[src/rtl/spim_wb.sv]
// spim_wb: Wishbone slave SPI master (mode 0, MSB first) for the SD-card SPI bus.
// One-entry TX holding register lets back-to-back bytes run without idle cycles.
module spim_wb (
    input  logic        wb_clk_i,
    input  logic        wb_rst_i,
    input  logic [31:0] wb_adr_i,
    input  logic [31:0] wb_dat_i,
    output logic [31:0] wb_dat_o,
    input  logic        wb_we_i,
    input  logic [3:0]  wb_sel_i,
    input  logic        wb_stb_i,
    input  logic        wb_cyc_i,
    output logic        wb_ack_o,
    output logic        sd_ss,
    output logic        sd_sck,
    output logic        sd_mosi,
    input  logic        sd_miso
);

    typedef enum logic [1:0] {StIdle, StLow, StHigh} state_e;

    state_e      state_q;
    logic [7:0]  div_q;
    logic        ss_q;
    logic [7:0]  hold_q;
    logic        hold_full_q;
    logic [7:0]  rxdata_q;
    logic        rxv_q;
    logic        ovr_q;
    logic [7:0]  cnt_q;
    logic [2:0]  bitn_q;
    logic [7:0]  sh_q;
    logic        rxb_q;
    logic        sck_q;
    logic        mosi_q;
    logic        ack_q;
    logic [31:0] dat_q;

    logic        acc;
    logic [1:0]  reg_sel;
    logic        data_wr;
    logic        data_rd;
    logic        ctrl_wr;
    logic        status_wr;
    logic        byte_done;
    logic        consume;
    logic [31:0] rd_data;
    logic [3:0]  status;

    // Byte lanes and undecoded address bits are deliberately ignored.
    logic unused_bits;
    assign unused_bits = ^{wb_sel_i, wb_adr_i[31:4], wb_adr_i[1:0], wb_dat_i[31:9]};

    assign acc       = wb_cyc_i & wb_stb_i & ~ack_q;
    assign reg_sel   = wb_adr_i[3:2];
    assign data_wr   = acc & wb_we_i & (reg_sel == 2'd0);
    assign data_rd   = acc & ~wb_we_i & (reg_sel == 2'd0);
    assign ctrl_wr   = acc & wb_we_i & (reg_sel == 2'd1);
    assign status_wr = acc & wb_we_i & (reg_sel == 2'd2);

    // Last falling edge of the byte.
    assign byte_done = (state_q == StHigh) && (cnt_q == 8'd0) && (bitn_q == 3'd7);
    // Engine takes the holding register this cycle (from idle or chained at byte end).
    assign consume   = hold_full_q && ((state_q == StIdle) || byte_done);

    assign status = {ovr_q, rxv_q, hold_full_q, state_q != StIdle};

    // Register read mux.
    always_comb begin
        rd_data = 32'd0;
        unique case (reg_sel)
            2'd0:    rd_data = {24'd0, rxdata_q};
            2'd1:    rd_data = {23'd0, ss_q, div_q};
            2'd2:    rd_data = {28'd0, status};
            default: rd_data = 32'd0;
        endcase
    end

    // Bus handshake: one-cycle ack and registered read data.
    always_ff @(posedge wb_clk_i) begin
        if (wb_rst_i) begin
            ack_q <= 1'b0;
            dat_q <= 32'd0;
        end else begin
            ack_q <= acc;
            if (acc) begin
                dat_q <= rd_data;
            end
        end
    end

    // Software-visible registers; writes are judged against pre-consumption state.
    always_ff @(posedge wb_clk_i) begin
        if (wb_rst_i) begin
            div_q       <= 8'hFF;
            ss_q        <= 1'b1;
            hold_q      <= 8'd0;
            hold_full_q <= 1'b0;
            rxdata_q    <= 8'd0;
            rxv_q       <= 1'b0;
            ovr_q       <= 1'b0;
        end else begin
            if (ctrl_wr) begin
                div_q <= wb_dat_i[7:0];
                ss_q  <= wb_dat_i[8];
            end
            if (status_wr) begin
                ovr_q <= 1'b0;
            end
            if (data_wr) begin
                if (hold_full_q) begin
                    ovr_q <= 1'b1;
                end else begin
                    hold_q      <= wb_dat_i[7:0];
                    hold_full_q <= 1'b1;
                end
            end
            if (consume) begin
                hold_full_q <= 1'b0;
            end
            // Completion wins over a concurrent DATA read so the new byte is not lost.
            if (byte_done) begin
                rxdata_q <= {sh_q[6:0], rxb_q};
                rxv_q    <= 1'b1;
            end else if (data_rd) begin
                rxv_q <= 1'b0;
            end
        end
    end

    // Shift engine: LOW/HIGH half-periods of div+1 clocks each.
    always_ff @(posedge wb_clk_i) begin
        if (wb_rst_i) begin
            state_q <= StIdle;
            cnt_q   <= 8'd0;
            bitn_q  <= 3'd0;
            sh_q    <= 8'd0;
            rxb_q   <= 1'b0;
            sck_q   <= 1'b0;
            mosi_q  <= 1'b0;
        end else begin
            unique case (state_q)
                StIdle: begin
                    sck_q <= 1'b0;
                    if (hold_full_q) begin
                        sh_q    <= hold_q;
                        mosi_q  <= hold_q[7];
                        bitn_q  <= 3'd0;
                        cnt_q   <= div_q;
                        state_q <= StLow;
                    end
                end
                StLow: begin
                    if (cnt_q != 8'd0) begin
                        cnt_q <= cnt_q - 8'd1;
                    end else begin
                        sck_q   <= 1'b1;
                        rxb_q   <= sd_miso;
                        cnt_q   <= div_q;
                        state_q <= StHigh;
                    end
                end
                StHigh: begin
                    if (cnt_q != 8'd0) begin
                        cnt_q <= cnt_q - 8'd1;
                    end else begin
                        sck_q <= 1'b0;
                        sh_q  <= {sh_q[6:0], rxb_q};
                        if (bitn_q != 3'd7) begin
                            bitn_q  <= bitn_q + 3'd1;
                            mosi_q  <= sh_q[6];
                            cnt_q   <= div_q;
                            state_q <= StLow;
                        end else if (hold_full_q) begin
                            // Chain the pending byte with no idle cycle.
                            sh_q    <= hold_q;
                            mosi_q  <= hold_q[7];
                            bitn_q  <= 3'd0;
                            cnt_q   <= div_q;
                            state_q <= StLow;
                        end else begin
                            state_q <= StIdle;
                        end
                    end
                end
                default: state_q <= StIdle;
            endcase
        end
    end

    assign wb_ack_o = ack_q;
    assign wb_dat_o = dat_q;
    assign sd_ss    = ss_q;
    assign sd_sck   = sck_q;
    assign sd_mosi  = mosi_q;

endmodule
[config.mk]
export PLATFORM = sky130hd
export DESIGN_NAME = spim_wb
export DESIGN_NICKNAME = d
export VERILOG_FILES = /design/src/rtl/spim_wb.sv
export SDC_FILE = /design/constraint.sdc
export NUM_CORES = 1
export LEC_CHECK = 0
export CORE_UTILIZATION = 35
export DETAILED_ROUTE_END_ITERATION = 8
export PLACE_DENSITY = 0.66
export SLEW_MARGIN = 15
export SYNTH_ARGS = -nofsm -noshare
export SYNTH_HDL_FRONTEND = slang
export SYNTH_SLANG_ARGS = --single-unit
[constraint.sdc]
create_clock -name wb_clk_i -period 3.15 [get_ports wb_clk_i]
set_input_delay 0.315 -clock wb_clk_i [delete_from_list [all_inputs] [get_ports wb_clk_i]]
set_output_delay 0.315 -clock wb_clk_i [all_outputs]
set_load 0.05 [all_outputs]
==> impl_metrics.toml <==
[run]
maxCapViolations = 0

[cts]
cts_buffers = 9
root_buffer = "clkbuf_8"
cts_hold_buf = 0
max-clock-path-buffers = 2
clk_pin_slew_ps = 70
cts_htree_levels = 3
cts_resized = 0
insertion_delay_ps = 350
postCtsSetupBuffers = 0
cts_tree = "built"
clock-sinks = 61

[worst_setup_path]
cp.required_ps = 3390
critical_path_class = "reg -> reg"
start_kind = "flip-flop"
r2r-start = "cnt_q[0]"
cp-end-kind = "flip-flop"
critPathMaxFanout = 12
startpoint = "cnt_q[0]"
worstPathArrival_ps = 2590

[logic_synthesis]
ys_async_sr_fraction = 0
ys_seq_elements = 61
synth-edff-count = 0
synth_flop_cell = "dfxtp_1"
syn_area_sq_um = 3247
yosys_warnings = 0
synthCells = 377
postSynthAreaPerCell_sq_um = 8.612
yosysSeqAreaShare = 0.3761
synth_cell_types = 50

[sta]
fmax_mhz = 426.0
fin_skew_ps = 12.00
slew_violations = 0
finalCritPeriodShare = 0.7452
hold-worst-slack_ps = 460.7
max_slew_margin = 0.5311
hold_viol = 0
finalSetupViolCount = 0
setup_tns_ps = 0
finalCriticalPeriod_ps = 2348
rsz0062_at_grt = "false"
worst_slew_pin_slew_ps = 703.4

[route]
via_per_inst = 5.193
postRouteAntennaNets = 0
drc_errors = 3
routed_wl_um = 7369
wire_per_inst_um = 14.48
drtPass1Iterations = 8
dr.first_iter.drc_count = 213
vias = 2643

[global_route]
grt_pass1_vias = 2431
grt_antenna_before_repair = 0
grt_util_all_layers = 0.1601
grt_pass1_wl_um = 12200
grt_max_degree = 33
overflow = 0

[worst_hold_path]
min-delay-start = "wb_dat_o[8]"
min_path_type = "reg -> reg"

[cells_and_area]
drive_gt1_frac = 0.09227
finalNonFillerCells = 509
fin_nets = 480
insertedDiodeCount = 0
syn_to_final_growth_pct = 14.87
fin_util = 0.4215
fill_cells = 883

[pwr]
p_leak_nw = 1.519
irDropWorstVdd_mv = 0.3291
swShare = 0.3467
p_seq_frac = 0.365
p_int_mw = 1.615
pwr-share-comb = 0.304
p_per_area_nw_per_um2 = 662.8
p_switching_mw = 0.8571
finalPower_mw = 2.472
pwr-share-clk = 0.331

[die]
rows = 34
die_area_sq_um = 9666
core_sq_um = 8848
die_x_um = 98.32
start_util = 0.3669
fp.dieH_um = 98.32
io_pins = 110

[outcome]
status = "complete, but fails checks"
violations = "design-rule violations"

[placed_design]
numPortBuffers = 29
post-place-cells = 494
dpl.hpwl_um = 5250
gp_congestion = 0.8192
[sequential cells by signal, indices dropped and copies added (netlist names), 2 cells and up]
name,flops
bitn_q,3
wb_dat_o,9
hold_q,8
sh_q,7
state_q,2
rxdata_q,8
div_q,8
cnt_q,8
[power groups by stage]
stage               combinational (mW)  clock (mW)  sequential [mW]
finish                           0.753       0.818            0.902
global route                     0.826       0.860            0.913
CTS                              0.753       0.834            0.901
global placement                 0.727           0            0.915
floorplan                        0.596           0            0.930
detailed placement               0.749           0            0.918
[final timing paths]
path | endpoint | slack [ps] | cells after the start
worst max-delay path | cnt_q[6] | 800 | 7
worst min-delay path | wb_dat_o[8] | 460 | 2
worst max register to register | cnt_q[6] | 800 | 7
worst min register to register | wb_dat_o[8] | 460 | 2
[cells in the final DEF (no fill, tap or decap), types with 6 or more instances in the layout]
cell and count:
dfxtp_1 61, nor2_1 49, mux2i_1 32, nand2_1 29, clkdlybuf4s50_1 28, a21oi_1 24, conb_1 23, nor3_1 14
inv_1 13, a211oi_1 13, o21ai_0 12, nand3b_1 12, clkbuf_8 12, ha_1 9, nand3_1 6
[layout make-up]
cell class / count / area [sq um] / area share
Inverter: 13 / 48.80 / 0.01308
Sequential cell: 61 / 1221 / 0.3274
Tap cell: 108 / 135.1 / 0.03623
Clock inverter: 3 / 67.56 / 0.01811
Timing Repair Buffer: 32 / 307.8 / 0.08252
Clock buffer: 12 / 165.2 / 0.04428
Multi-Input combinational cell: 280 / 1784 / 0.4784
[worst max-delay path: stages, from the launching register on]
cell       delay (ps)
dfxtp_1           370
inv_1             120
ha_1              220
or3b_2            550
or3_4             520
nand2_2           170
a221oi_2           90
a2111oi_2         200
[cell usage after synthesis, types with 2 or more instances]
cell,instances,area share
ha_1,9,0.035
nor4_1,2,0.0039
a21oi_1,24,0.037
or4_1,3,0.0069
o22ai_1,2,0.0039
mux2_2,3,0.010
nand3b_1,12,0.028
a221oi_1,5,0.013
o21ai_0,12,0.018
buf_4,23,0.053
a31o_2,2,0.0054
xnor2_1,2,0.0054
o31a_1,2,0.0054
dfxtp_1,61,0.38
nor3_1,14,0.022
mux2i_1,32,0.099
nand3_1,6,0.0092
inv_1,13,0.015
nand2b_1,5,0.0096
clkbuf_1,18,0.021
a221oi_2,2,0.0092
a211oi_2,3,0.012
nand2_1,29,0.034
xor2_1,2,0.0054
nor2b_1,3,0.0058
a22oi_1,2,0.0046
a32o_1,2,0.0062
nor2_1,49,0.057
a211oi_1,13,0.030
nor3b_1,2,0.0046
[per-layer routing]
metal / global-route usage / vias up / wire (um)
li1: - / 1321 / -
met1: 0.2159 / 1241 / 3560
met2: 0.2508 / 67 / 3332
met3: 0.01360 / 14 / 272
met4: 0.09300 / 0 / 203
met5: 0 / - / 0
[cells by family after synthesis]
| logic type | Yosys count | synth area share |
|---|---|---|
| simple gates | 134 | 0.2012 |
| compound gates | 75 | 0.1672 |
| flops | 61 | 0.3761 |
| buf+inv | 58 | 0.09980 |
| mux | 35 | 0.1091 |
| fa+ha+maj | 9 | 0.03468 |
| xor+xnor | 4 | 0.01079 |
| other cells | 1 | 0.001155 |
[per-stage QoR]
stage / area [sq um] / setup slack (ps)
floorplan: 3329 / 1125
global placement: 3497 / 786.9
detailed placement: 3497 / 755.6
CTS: 3730 / 813.4
global route: 3730 / 664.0
finish: 3730 / 802.5
Power figures use the tool's default switching activity.
